<file path="src/rtl/rr_grant_ctrl.sv">
// rr_grant_ctrl: round-robin grant sequencer with hold timeout and one-cycle guard gap between owners.
module rr_grant_ctrl #(
    parameter int N        = 2,
    parameter int MAX_HOLD = 8
) (
    input  logic                 clk,
    input  logic                 rst_n,
    input  logic [N-1:0]         req,
    input  logic [N-1:0]         done,
    output logic [N-1:0]         gnt,
    output logic [$clog2(N)-1:0] gnt_id,
    output logic                 busy,
    output logic                 timeout
);
    localparam int IW = $clog2(N);
    localparam int HW = $clog2(MAX_HOLD + 1);

    typedef enum logic [1:0] {IDLE, GRANT, GAP} state_t;

    state_t         state, state_nx;
    logic [N-1:0]   gnt_nx;
    logic [IW-1:0]  id_nx, ptr, ptr_nx, sel, id_inc;
    logic [HW-1:0]  hold_cnt, hold_nx;
    logic           busy_nx, timeout_nx, release_now, owner_done;

    // First requester at or after ptr, wrapping modulo N.
    function automatic logic [IW-1:0] pick(input logic [N-1:0] r, input logic [IW-1:0] p);
        logic [IW-1:0] s;
        logic          f;
        int            k;
        s = '0;
        f = 1'b0;
        for (int i = 0; i < N; i++) begin
            k = (int'(p) + i) % N;
            if (!f && r[k]) begin
                s = IW'(k);
                f = 1'b1;
            end
        end
        return s;
    endfunction

    assign sel         = pick(req, ptr);
    assign id_inc      = (gnt_id == IW'(N - 1)) ? '0 : gnt_id + 1'b1;
    assign owner_done  = done[gnt_id];
    assign release_now = owner_done || (hold_cnt == HW'(MAX_HOLD - 1));

    always_comb begin
        state_nx   = state;
        gnt_nx     = gnt;
        id_nx      = gnt_id;
        ptr_nx     = ptr;
        hold_nx    = hold_cnt;
        busy_nx    = busy;
        timeout_nx = 1'b0;
        case (state)
            IDLE: if (|req) begin
                state_nx = GRANT;
                gnt_nx   = N'(1) << sel;
                id_nx    = sel;
                busy_nx  = 1'b1;
                hold_nx  = '0;
            end
            GRANT: if (release_now) begin
                // done beats an expiring hold, so timeout only fires without done
                state_nx   = GAP;
                gnt_nx     = '0;
                busy_nx    = 1'b0;
                ptr_nx     = id_inc;
                timeout_nx = !owner_done;
            end else begin
                hold_nx = hold_cnt + 1'b1;
            end
            default: state_nx = IDLE;
        endcase
    end

    always_ff @(posedge clk or negedge rst_n) begin
        if (!rst_n) begin
            state    <= IDLE;
            gnt      <= '0;
            gnt_id   <= '0;
            busy     <= 1'b0;
            timeout  <= 1'b0;
            ptr      <= '0;
            hold_cnt <= '0;
        end else begin
            state    <= state_nx;
            gnt      <= gnt_nx;
            gnt_id   <= id_nx;
            busy     <= busy_nx;
            timeout  <= timeout_nx;
            ptr      <= ptr_nx;
            hold_cnt <= hold_nx;
        end
    end
endmodule

</file>
<file path="config.mk">
export PLATFORM = sky130hd
export DESIGN_NAME = rr_grant_ctrl
export DESIGN_NICKNAME = d
export VERILOG_FILES = /design/src/rtl/rr_grant_ctrl.sv
export SDC_FILE = /design/constraint.sdc
export NUM_CORES = 1
export LEC_CHECK = 0
export ABC_AREA = 1
export CAP_MARGIN = 15
export CORE_MARGIN = 4
export CORE_UTILIZATION = 25
export CTS_BUF_LIST = sky130_fd_sc_hd__clkbuf_8
export DETAILED_ROUTE_END_ITERATION = 10
export GPL_TIMING_DRIVEN = 1
export HOLD_SLACK_MARGIN = 0.1
export SYNTH_ARGS = -nofsm -noshare
export SYNTH_HDL_FRONTEND = slang
export SYNTH_SLANG_ARGS = --single-unit
</file>
<file path="constraint.sdc">
create_clock -name clk -period 1.5 [get_ports clk]
set_input_delay 0.15 -clock clk [delete_from_list [all_inputs] [get_ports clk]]
set_output_delay 0.15 -clock clk [all_outputs]
set_load 0.01 [all_outputs]
</file>
Word-level counts from Yosys, hierarchy flattened
Cells that the tools add are included.

cells by class
  $add $sub $neg = 3
  order comparisons = 3
  eq/ne operators = 5
  shifts and indexed selects = 1
  muxes and demuxes = 25
  bitwise operators = 1
  reductions and logical operators = 12

operators with widths
  kind                   number
  $mux W1                15
  $mux W2                4
  $mux W4                2
  $pmux W2 S2            2
  $pmux W4 S2            1
  $ne A2 B2 Y1 const B   3
  $reduce_and A2 Y1      3
  $reduce_and A3 Y1      2
  $add A4 B1 Y4 const B  1
  $eq A4 B3 Y1 const B   1
  $lt A1 B2 Y1 const B   2
  $lt A2 B3 Y1 const B   1
  $add A1 B1 Y1 const B  2
  $eq A2 B1 Y1 const B   1
  $logic_not A1 Y1       2
  $logic_not A2 Y1       1
  $pmux W1 S2            1
  $reduce_bool A2 Y1     1
  $reduce_or A2 Y1       1
  $shl A1 B1 Y2 const A  1
  $and A1 B1 Y1 const A  1
  $logic_and A1 B1 Y1    1
  $logic_or A1 B1 Y1     1

storage, ports and cells
  flip-flop bits (word level) = 12
  input bits = 6
  output and inout port bits = 5
  logic and storage cells = 57

Logic depth before layout (Yosys ltp)
  depth after elaboration = 10
  depth in mapped cells = 7
  gate-level depth less buffers = 7

Least setup slack after synthesis
OpenSTA, ideal clock, no wires.

  path type = register to register
  start = register hold_cnt[0]
  end = register gnt[1]
  setup time = 0.118 ns
  arrival = 0.969 ns
  required time = 1.382 ns
  setup slack = 0.413 ns
  stages on the path, launching flop included = 7
  buffers on the path = 0
  clock period less this slack = 1.087 ns
  path through = dfrtp_1 -> ha_1 -> nand3_2 -> nand3_4 -> nand2_1 -> nand2_1 -> nand2_1

on the way
  longest elaborated chain between the ends = 4

RTL lines
  element                      RTL line  RTL
  start: declaration           23        logic [HW-1:0] hold_cnt, hold_nx;
  start signal: assignment     94        hold_cnt <= hold_nx;
  $eq A4 B3 Y1                 46        assign release_now = owner_done || (hold_cnt == HW'(MAX_HOLD - 1));
  $logic_or A1 B1 Y1           46
  $ne A2 B2 Y1 (no line)       n/a
  $reduce_and A3 Y1 (no line)  n/a
  end signal: assignment       89        gnt <= gnt_nx;
  end: declaration             10        output logic [N-1:0] gnt,

Every way passes these cells.
A chain may end at the register's enable or synchronous reset.

Final worst setup path
  start = register gnt_id
  end = output gnt_id

RTL lines
  element                   RTL line  RTL
  start: declaration        11        output logic [$clog2(N)-1:0] gnt_id,
  start signal: assignment  90        gnt_id <= id_nx;

No word-level cell between the ends.

==> reports/metrics.cfg <==
[setup_path]
crit_buf_inv=1
start_kind=register
path_depth=1
worstReg2RegStart=hold_cnt[0]$_DFFE_PN0P_
cpPeakStageDelay_ps=560
rrSetupSlack_ps=320
worstPathArrival_ps=1190
critPathMaxFanout=5
slowest_stage=clkdlybuf4s50_1
crit_chain=clkdlybuf4s50_1
worstSetupStartpoint=gnt_id$_DFFE_PN0P_
worstPathRequired_ps=1350
path_class=register to primary output
rr_worst_depth=6
critPathTopFamily=buffers and inverters
end_kind=primary output
endpoint=gnt_id
r2r_end=gnt[1]$_DFFE_PN0P_

[clock_network]
cts_sinks=12
clk_latency_ps=230
numCtsBuffers=3
ctsHtreeMaxLevel=1
post_cts_resized=0
cts_hold_buf=0
root_buffer=clkbuf_8
cts_tree=yes
cts_setup_buffers=0
clkTransAtPathRegs_ps=50
cts_buffer_depth=2

[min_path]
hp-class=primary input to asynchronous set/reset pin

[yosys]
avgSynthCellArea_um2=8.814
yosysWarningCount=0
synth_common_cells=nand2_1, dfrtp_1, inv_1
synth_top_area_share_pct=50.10
synth_top_cell_by_area=dfrtp_1
syn_nets=75
syn_area_um2=599.3
synthTopCellsByArea=dfrtp_1, nand2_1, nand3_1
synth_seq_cells=12
ys_seq_area_share_pct=50.10
netlist_instances=68
synth_ff_type=dfrtp_1
netlist-cell-type-count=19
async_flop_share_pct=100.0
synth_edf_count=0
synth.most_common_cell=nand2_1

[timing]
min_period_over_period_pct=89.42
rsz0062_at_grt=false
setup_tns_ps=0
max_slew_margin_pct=64.26
period_minus_slack_ps=1341
hold_viol=0
layout_setup_ws_ps=158.7
fmax_ghz=0.7455
skew_ps=1.570
worst_pin_slew_ps=534.4
finalSetupViolations=0
maxSlewViolCount=0

[drt]
drc=0
vias_per_cell=4.239
wl_um=1082
drt_iter0_markers=8
drtPass1Iterations=4
avgRoutedWirePerCell_um=9.927
dr_total_vias=462
final_antenna_net_count=0

[finish]
area_delta_synth_final_pct=29.44
diodes=0
nets=90
final.fill_count=255
drive_gt1_share_pct=16.05

[global_route]
grt_pass1_vias=479
grt_overflow_total=0
grt_use_total_pct=8.135
antenna_found_initial=0
grt_start_max_net_pins=13
grt_pass1_wl_um=2014

[placement]
portBuffers=10
place_ws_ps=244.2
globalplace.congestion=0.7126
dp_hpwl_um=872.5

[status]
status=complete, no violations

[pwr]
ir_worst_vdd_mv=0.6873
power_mw=1.448
p_leak_nw=0.3878
powerDensity_mw_per_mm2=1867

[die]
dieArea_mm2=0.003244
die_w_um=56.96
die_y_um=56.96
start_util_pct=26.58
rows=17
core_mm2=0.002255
boundaryPins=11

[run]
cap_violations=0

## cell type report
| class | instances | area (um2) | share of cell area, % |
|---|---|---|---|
| Timing Repair Buffer | 10 | 100.1 | 12.90 |
| Sequential cell | 12 | 300.3 | 38.71 |
| Multi-Input combinational cell | 46 | 261.5 | 33.71 |
| Inverter | 10 | 37.54 | 4.839 |
| Tap cell | 28 | 35.03 | 4.516 |
| Clock buffer | 3 | 41.29 | 5.323 |
## placed cells by master (no fill, tap or decap), drive strengths merged, types with 2 or more instances in the layout
master         count
nor2               3
dfrtp             12
inv               10
nand3              9
nand2             27
clkdlybuf4s50     10
clkbuf             3
o21ai              2
## layer usage
metal / vias up / GRT usage [%] / part of all wire [%]
met3: 4 / 3.620 / 8.8
met1: 209 / 9.040 / 43
li1: 237 / - / -
met4: 0 / 4.967 / 2.8
met5: - / 0 / 0
met2: 12 / 12.72 / 45
## where the power goes
group | switching (mW) | total, mW | internal [mW]
clock network | 0.101 | 0.276 | 0.175
logic | 0.361 | 0.630 | 0.269
registers | 0.0994 | 0.542 | 0.443
total | 0.561 | 1.45 | 0.887
## worst min path at each step
stage	to	slack (ps)	cells after the start	from
6_report	timeout$_DFF_PN0_	270	1	rst_n
3_5_place_dp	gnt[0]$_DFFE_PN0P_	460	2	gnt[0]$_DFFE_PN0P_
4_1_cts	timeout$_DFF_PN0_	290	1	rst_n
5_1_grt	timeout$_DFF_PN0_	310	1	rst_n
3_3_place_gp	gnt[1]$_DFFE_PN0P_	460	2	gnt[1]$_DFFE_PN0P_
2_1_floorplan	busy$_DFFE_PN0P_	-150	0	rst_n
## cell families after synthesis
kind of cell    synth area share (%)
simple gates                   34.24
flops                          50.10
buf+inv                        6.264
compound gates                 4.383
xor+xnor                       2.923
fa+ha+maj                      2.087
## worst reg2reg max path, cell delays in order (launching register included)
cell,delay [ps]
dfrtp_1,380
ha_1,210
nand3_2,130
nand3_4,160
nand2_1,90
nand2_1,60
nand2_1,40
## through the flow
| step | utilization (%) | instances | area (um2) | hold slack (ps) |
|---|---|---|---|---|
| after floorplan | - | 68 | 599.3 | -145.6 |
| after global placement | 32.57 | 106 | 734.5 | 457.8 |
| after detailed placement | 32.57 | 106 | 734.5 | 463.6 |
| after CTS | 34.41 | 109 | 775.7 | 290.5 |
| after global routing | 34.41 | 109 | 775.7 | 311.6 |
| final | 34.41 | 109 | 775.7 | 271.0 |
## sequential cells by signal, indices dropped and copies added (netlist names)
register  count
gnt           2
gnt_id        1
timeout       1
busy          1
state         2
hold_cnt      4
ptr           1
Power figures use the tool's default switching activity.
